**src/rtl/nv_nvdla_rubik_pfifo_pkg.sv**
```systemverilog
// nv_nvdla_rubik_pfifo_pkg: default sizing and the write-limit decode shared by the RUBIK queues
package nv_nvdla_rubik_pfifo_pkg;
  localparam int RUBIK_PFIFO_DW = 11;
  localparam int RUBIK_PFIFO_DEPTH = 256;
  localparam int RUBIK_PFIFO_AFULL = 224;
  // a programmed limit of 0 or beyond the RAM size means "use the whole RAM"
  function automatic int pfifo_lim(input int wr_limit, input int depth);
    return (wr_limit == 0 || wr_limit > depth) ? depth : wr_limit;
  endfunction
endpackage

```
**src/rtl/nv_nvdla_rubik_pfifo_if.sv**
```systemverilog
// nv_nvdla_rubik_pfifo_if: valid/ready payload ports plus flush, limit and occupancy of one RUBIK fifo
interface nv_nvdla_rubik_pfifo_if import nv_nvdla_rubik_pfifo_pkg::*; #(
  parameter int DW = RUBIK_PFIFO_DW,
  parameter int DEPTH = RUBIK_PFIFO_DEPTH
);
  localparam int CW = $clog2(DEPTH) + 1;
  logic idata_pvld;
  logic idata_prdy;
  logic [DW-1:0] idata_pd;
  logic odata_pvld;
  logic odata_prdy;
  logic [DW-1:0] odata_pd;
  logic flush;
  logic [CW-1:0] wr_limit;
  logic [CW-1:0] wr_count;
  logic almost_full;
  modport master (
    output idata_pvld, idata_pd, odata_prdy, flush, wr_limit,
    input idata_prdy, odata_pvld, odata_pd, wr_count, almost_full
  );
  modport slave (
    input idata_pvld, idata_pd, odata_prdy, flush, wr_limit,
    output idata_prdy, odata_pvld, odata_pd, wr_count, almost_full
  );
endinterface

```
**src/rtl/nv_nvdla_rubik_pfifo_ram.sv**
```systemverilog
// nv_nvdla_rubik_pfifo_ram: 1R1W storage array with registered read data
module nv_nvdla_rubik_pfifo_ram #(
  parameter int DW = 11,
  parameter int DEPTH = 256,
  localparam int AW = $clog2(DEPTH)
) (
  input logic nvdla_core_clk,
  input logic [AW-1:0] ra,
  input logic re,
  input logic ore,
  output logic [DW-1:0] dout,
  input logic [AW-1:0] wa,
  input logic we,
  input logic [DW-1:0] di,
  input logic [31:0] pwrbus_ram_pd
);
  logic [DW-1:0] mem [DEPTH];
  logic unused_pd;
  assign unused_pd = ^pwrbus_ram_pd;
  // array write port
  always_ff @(posedge nvdla_core_clk)
    if (we) mem[wa] <= di;
  // read data register holds its value unless a read is issued on an enabled cycle
  always_ff @(posedge nvdla_core_clk)
    if (re && ore) dout <= mem[ra];
endmodule

```
**src/rtl/nv_nvdla_rubik_pfifo.sv**
```systemverilog
// nv_nvdla_rubik_pfifo: parametrised valid/ready fifo with flush, runtime write limit and almost-full
module nv_nvdla_rubik_pfifo import nv_nvdla_rubik_pfifo_pkg::*; #(
  parameter int DW = RUBIK_PFIFO_DW,
  parameter int DEPTH = RUBIK_PFIFO_DEPTH,
  parameter int AFULL = RUBIK_PFIFO_AFULL
) (
  input logic nvdla_core_clk,
  input logic nvdla_core_rstn,
  nv_nvdla_rubik_pfifo_if.slave io,
  input logic [31:0] pwrbus_ram_pd
);
  localparam int AW = $clog2(DEPTH);
  localparam int CW = AW + 1;
  logic ipipe_vld;
  logic [DW-1:0] ipipe_pd;
  logic [AW-1:0] wr_adr, rd_adr, ram_ra;
  logic [CW-1:0] count, count_next, lim, rd_count;
  logic prdy, prdy_next, pvld, af, pop_d;
  logic accept, pop, load, ram_we, core_en;
  assign accept = io.idata_pvld && prdy;
  assign pop = pvld && io.odata_prdy;
  assign lim = CW'(pfifo_lim(int'(io.wr_limit), DEPTH));
  // the write side learns about a pop one cycle late, so the count stays conservative
  assign count_next = count + CW'(accept) - CW'(pop_d);
  assign prdy_next = !(count_next >= lim);
  // rd_count includes the entry on the output, so a pop needs a second entry to refill
  assign load = pop ? (rd_count >= CW'(2)) : (!pvld && rd_count != '0);
  assign ram_ra = pop ? rd_adr + AW'(1) : rd_adr;
  assign ram_we = ipipe_vld && !io.flush;
  assign core_en = accept || pop || pop_d || ipipe_vld || load || (prdy_next != prdy) || io.flush;
  assign io.idata_prdy = prdy;
  assign io.odata_pvld = pvld;
  assign io.wr_count = count;
  assign io.almost_full = af;
  // input handshake register: a beat accepted now is written to the RAM next cycle
  always_ff @(posedge nvdla_core_clk or negedge nvdla_core_rstn)
    if (!nvdla_core_rstn) ipipe_vld <= 1'b0;
    else if (core_en) ipipe_vld <= accept && !io.flush;
  // payload of the input register needs no reset, it is qualified by ipipe_vld
  always_ff @(posedge nvdla_core_clk)
    if (accept) ipipe_pd <= io.idata_pd;
  // write side: occupancy, ready, almost-full, delayed pop and write pointer
  always_ff @(posedge nvdla_core_clk or negedge nvdla_core_rstn)
    if (!nvdla_core_rstn) begin
      count <= '0;
      prdy <= 1'b1;
      af <= 1'b0;
      pop_d <= 1'b0;
      wr_adr <= '0;
    end else if (io.flush) begin
      count <= '0;
      prdy <= 1'b1;
      af <= 1'b0;
      pop_d <= 1'b0;
      wr_adr <= '0;
    end else if (core_en) begin
      count <= count_next;
      prdy <= prdy_next;
      af <= count_next >= CW'(AFULL);
      pop_d <= pop;
      wr_adr <= wr_adr + AW'(ipipe_vld);
    end
  // read side: entries resident in RAM, read pointer and output valid
  always_ff @(posedge nvdla_core_clk or negedge nvdla_core_rstn)
    if (!nvdla_core_rstn) begin
      rd_count <= '0;
      rd_adr <= '0;
      pvld <= 1'b0;
    end else if (io.flush) begin
      rd_count <= '0;
      rd_adr <= '0;
      pvld <= 1'b0;
    end else if (core_en) begin
      rd_count <= rd_count + CW'(ipipe_vld) - CW'(pop);
      rd_adr <= rd_adr + AW'(pop);
      pvld <= load || (pvld && !pop);
    end
  a_count_range: assert property (@(posedge nvdla_core_clk) disable iff (!nvdla_core_rstn)
    count <= CW'(DEPTH) && rd_count <= CW'(DEPTH));
  nv_nvdla_rubik_pfifo_ram #(.DW(DW), .DEPTH(DEPTH)) u_ram (
    .nvdla_core_clk(nvdla_core_clk),
    .ra(ram_ra),
    .re(load),
    .ore(core_en),
    .dout(io.odata_pd),
    .wa(wr_adr),
    .we(ram_we),
    .di(ipipe_pd),
    .pwrbus_ram_pd(pwrbus_ram_pd)
  );
endmodule

```
**src/flat_wrapper.sv**
```systemverilog
// flat-port wrapper written by rule: the top's interface ports become plain ports
module nv_nvdla_rubik_pfifo_flat import nv_nvdla_rubik_pfifo_pkg::*;
#(
  parameter int DW = RUBIK_PFIFO_DW,
  parameter int DEPTH = RUBIK_PFIFO_DEPTH,
  parameter int AFULL = RUBIK_PFIFO_AFULL
)
  (nvdla_core_clk, nvdla_core_rstn, pwrbus_ram_pd, io_idata_pvld, io_idata_pd, io_odata_prdy, io_flush, io_wr_limit, io_idata_prdy, io_odata_pvld, io_odata_pd, io_wr_count, io_almost_full);
  nv_nvdla_rubik_pfifo_if #(.DW(DW), .DEPTH(DEPTH)) io_i ();
  input logic nvdla_core_clk;
  input logic nvdla_core_rstn;
  input logic [31:0] pwrbus_ram_pd;
  input wire logic [$bits(io_i.idata_pvld)-1:0] io_idata_pvld;
  input wire logic [$bits(io_i.idata_pd)-1:0] io_idata_pd;
  input wire logic [$bits(io_i.odata_prdy)-1:0] io_odata_prdy;
  input wire logic [$bits(io_i.flush)-1:0] io_flush;
  input wire logic [$bits(io_i.wr_limit)-1:0] io_wr_limit;
  output wire logic [$bits(io_i.idata_prdy)-1:0] io_idata_prdy;
  output wire logic [$bits(io_i.odata_pvld)-1:0] io_odata_pvld;
  output wire logic [$bits(io_i.odata_pd)-1:0] io_odata_pd;
  output wire logic [$bits(io_i.wr_count)-1:0] io_wr_count;
  output wire logic [$bits(io_i.almost_full)-1:0] io_almost_full;
  assign io_i.idata_pvld = io_idata_pvld;
  assign io_i.idata_pd = io_idata_pd;
  assign io_i.odata_prdy = io_odata_prdy;
  assign io_i.flush = io_flush;
  assign io_i.wr_limit = io_wr_limit;
  assign io_idata_prdy = io_i.idata_prdy;
  assign io_odata_pvld = io_i.odata_pvld;
  assign io_odata_pd = io_i.odata_pd;
  assign io_wr_count = io_i.wr_count;
  assign io_almost_full = io_i.almost_full;
  nv_nvdla_rubik_pfifo #(.DW(DW), .DEPTH(DEPTH), .AFULL(AFULL)) u_core (.nvdla_core_clk(nvdla_core_clk), .nvdla_core_rstn(nvdla_core_rstn), .io(io_i), .pwrbus_ram_pd(pwrbus_ram_pd));
endmodule
```
**config.mk**
```make
export PLATFORM = sky130hd
export DESIGN_NAME = nv_nvdla_rubik_pfifo_flat
export DESIGN_NICKNAME = d
export VERILOG_FILES = /design/src/rtl/nv_nvdla_rubik_pfifo_pkg.sv /design/src/rtl/nv_nvdla_rubik_pfifo_if.sv /design/src/rtl/nv_nvdla_rubik_pfifo_ram.sv /design/src/rtl/nv_nvdla_rubik_pfifo.sv /design/src/flat_wrapper.sv
export SDC_FILE = /design/constraint.sdc
export NUM_CORES = 2
export LEC_CHECK = 0
export ABC_AREA = 1
export CAP_MARGIN = 0
export CORE_MARGIN = 1.5
export CORE_UTILIZATION = 53
export CTS_CLUSTER_DIAMETER = 150
export DETAILED_ROUTE_END_ITERATION = 8
export HOLD_SLACK_MARGIN = 0.12
export PLACE_DENSITY = 0.76
export SETUP_SLACK_MARGIN = 0.1
export SLEW_MARGIN = 20
export SYNTH_ARGS = -nofsm -noshare
export SYNTH_HDL_FRONTEND = slang
export SYNTH_HIERARCHICAL = 1
export SYNTH_SLANG_ARGS = --single-unit
```
**constraint.sdc**
```tcl
create_clock -name nvdla_core_clk -period 4.5 [get_ports nvdla_core_clk]
set_input_delay 0.9 -clock nvdla_core_clk [delete_from_list [all_inputs] [get_ports nvdla_core_clk]]
set_output_delay 0.9 -clock nvdla_core_clk [all_outputs]
set_load 0.01 [all_outputs]
```
==> impl_metrics.yaml <==
clock_tree:
  cts_tree: "yes"
  clock_sinks: 2877
  cts_hold_buf: 0
  cts_made_buffers: 295
  clk_latency_ps: 930
  clock_path_buffers: 4
  cts_root_buf: "clkbuf_16"
  clkTransAtPathRegs_ps: 60
  cts_max_level: 5
  cts_resized: 0
  post-cts-setup-buffers: 0
route:
  drt_iter0_drc: 11600
  wl_um: 314000
  ant_nets: 0
  vias: 80700
  dr.pass1.iters: 7
  wl_per_cell_um: 23.6
  viasPerCell: 6.06
  drc: 0
sta:
  final_hold_viol_count: 0
  fin_crit_ps: 3800
  relSlewSlack: 0.212
  fmax_ghz: 0.263
  worst_slew_pin_slew_ps: 1180
  drv_slew: 0
  fin_crit_sh: 0.845
  finalSetupViolCount: 0
  finClkSkew_ps: 69.1
  rsz0062_at_grt: "no"
  holdWs_ps: 121
grt:
  grt_max_degree: 185
  grt_pass1_vias: 77100
  grt_overflow: 0
  antenna_found_initial: 9
  grt_pass1_wl_um: 469000
  track_usage: 0.275
placement:
  place_hpwl_um: 184000
  gp_congestion: 0.961
  dp.cells: 12800
  portBuffers: 47
critical_path:
  reg2reg_depth: 18
  cp_top_family: "adder cells"
  end_kind: "flop"
  worstSetupPathType: "flop to flop"
  crit_buf_inv: 4
  crit_required_ps: 5140
  worstPathArrival_ps: 4440
  r2r_start: "u_core/io.idata_prdy"
  worstSetupStartpoint: "u_core/io.idata_prdy"
  cp_num_cells: 18
  crit_path_frequent_cell: "nand2_1"
  cp-start-kind: "flop"
  cp_slowest_cell: "dfstp_2"
  path_cells: "nand2_1 -> ha_1 -> inv_1 -> ha_1 -> fa_1 -> buf_4 -> nand2_1 -> nand3_1 -> nand2_1 -> nand2_1 -> ha_1 -> a21oi_1 -> o21a_1 -> nand3_1 -> nand4_1 -> nand2_1 -> inv_1 -> buf_12"
  cpPeakStageDelay_ps: 570
  cp_max_fo: 11
finish:
  final_cell_mix: "nand2_1 (3046), edfxtp_1 (2838), nand3_1 (2823)"
  syn_to_final_growth_pct: 12.1
  layout-drive-gt1-share: 0.0877
  final_nets: 10200
  finalNonFillerCells: 13300
  layout.cells.most_common: "nand2_1"
  fillers: 16400
power_and_ir_drop:
  p_leak_nw: 47.1
  total_power_mw: 73.3
  ir_drop_uv: 604
  power_density_nw_per_um2: 551
floorplan:
  std_cell_rows: 173
  die_x_um: 476
  initial_core_util: 0.533
  dieArea_um2: 227000
  ios: 80
  die_h_um: 476
  core_um2: 222000
yosys:
  async_flop_share: 0.0136
  syn_area_per_cell_um2: 11.9
  synthFlopType: "edfxtp_1"
  synth_edf_count: 2838
  syn_nets: 10100
  ys_seq_area_frac: 0.727
  synth_cell_types: 36
  synthesis.area_um2: 119000
  ys_warn_count: 6
  ys_seq_elements: 2877
  syn_inst: 9953
worst_hold_path:
  hold_path.class: "input pin to asynchronous set/reset pin"
run:
  max_cap_violations: 0
status:
  status: "complete, no violations"
state kept, by name, indices dropped and copies added, names as in the netlist, 8 cells and up:
| register | cells |
|---|---|
| u_core/u_ram/mem | 2816 |
| u_core/rd_count | 9 |
| u_core/wr_adr | 8 |
| u_core/u_ram/dout | 11 |
| u_core/rd_adr | 8 |
| u_core/ipipe_pd | 11 |
| u_core/io.wr_count | 9 |
metrics by stage:
step | TNS (ps) | setup WS [ps] | area (um^2) | utilization
2_1_floorplan | 0 | 454 | 119000 | -
3_3_place_gp | -2310 | -210 | 124000 | 0.558
3_5_place_dp | -810 | -73.9 | 124000 | 0.558
4_1_cts | 0 | 726 | 133000 | 0.598
5_1_grt | 0 | 455 | 133000 | 0.598
6_report | 0 | 696 | 133000 | 0.598
layout make-up:
class                   instances  area, um^2  area share
diodes                          7        17.5    0.000132
clock buffers                 354        7690      0.0578
clock inverters               137        1270     0.00953
inverters                     109         457     0.00343
multi-input cells            6300       27900       0.210
flip-flops and latches       2877       86200       0.648
well taps                    2975        3720      0.0280
repair buffers                554        5680      0.0427
cells by family (layout without fill, tap and decap cells):
group / count (synthesis) / count (layout) / share of synthesized area
adder cells (fa/ha/maj): 44 / 44 / 0.00477
AND/OR/NAND/NOR: 6195 / 6195 / 0.226
XOR/XNOR: 27 / 27 / 0.00199
other: 0 / 7 / 0
AO/OA/AOI/OAI: 34 / 34 / 0.00165
flip-flops: 2877 / 2877 / 0.727
buffers and inverters: 776 / 1154 / 0.0384
cells in the mapped netlist (2+ instances only):
master	number	area share
buf_2	292	0.012
xnor2_1	8	0.00059
o21bai_1	2	0.00013
buf_4	95	0.0060
a21boi_0	2	0.00013
xor2_1	19	0.0014
nand2_1	3049	0.097
clkbuf_1	112	0.0035
nor4_1	2	0.00011
inv_1	103	0.0033
nor2_1	311	0.0098
nand4_1	4	0.00021
buf_1	48	0.0015
clkinv_1	2	0.000063
o21ai_1	9	0.00038
o21ai_0	10	0.00042
dfrtp_1	38	0.0080
inv_2	3	0.000095
buf_6	119	0.011
edfxtp_1	2838	0.72
nand3_1	2823	0.12
ha_1	42	0.0044
fa_1	2	0.00034
a21oi_1	8	0.00034
worst paths after layout:
kind / endpoint / slack, ps
setup / recovery: u_core/u_ram/dout[1] / 700
hold / removal: u_core/io.wr_count[1] / 120
setup reg to reg: u_core/u_ram/dout[1] / 700
hold reg to reg: u_core/rd_count[7] / 520
max in group asynchronous: u_core/io.wr_count[4] / 3790
min in group nvdla_core_clk: u_core/rd_count[7] / 520
power by group:
part	leakage [nW]	switching [mW]	internal, mW
logic	16.7	13.7	5.81
registers	26.0	0.237	30.4
clock network	4.35	9.72	13.4
total	47.1	23.7	49.6
per-layer routing:
metal	track usage	routed length, um	vias up
met3	0.0575	39100	860
met2	0.430	145000	5322
met1	0.373	114000	38900
li1	-	-	35600
met4	0.123	15300	10
met5	0	92	-
Power figures use the tool's default switching activity.
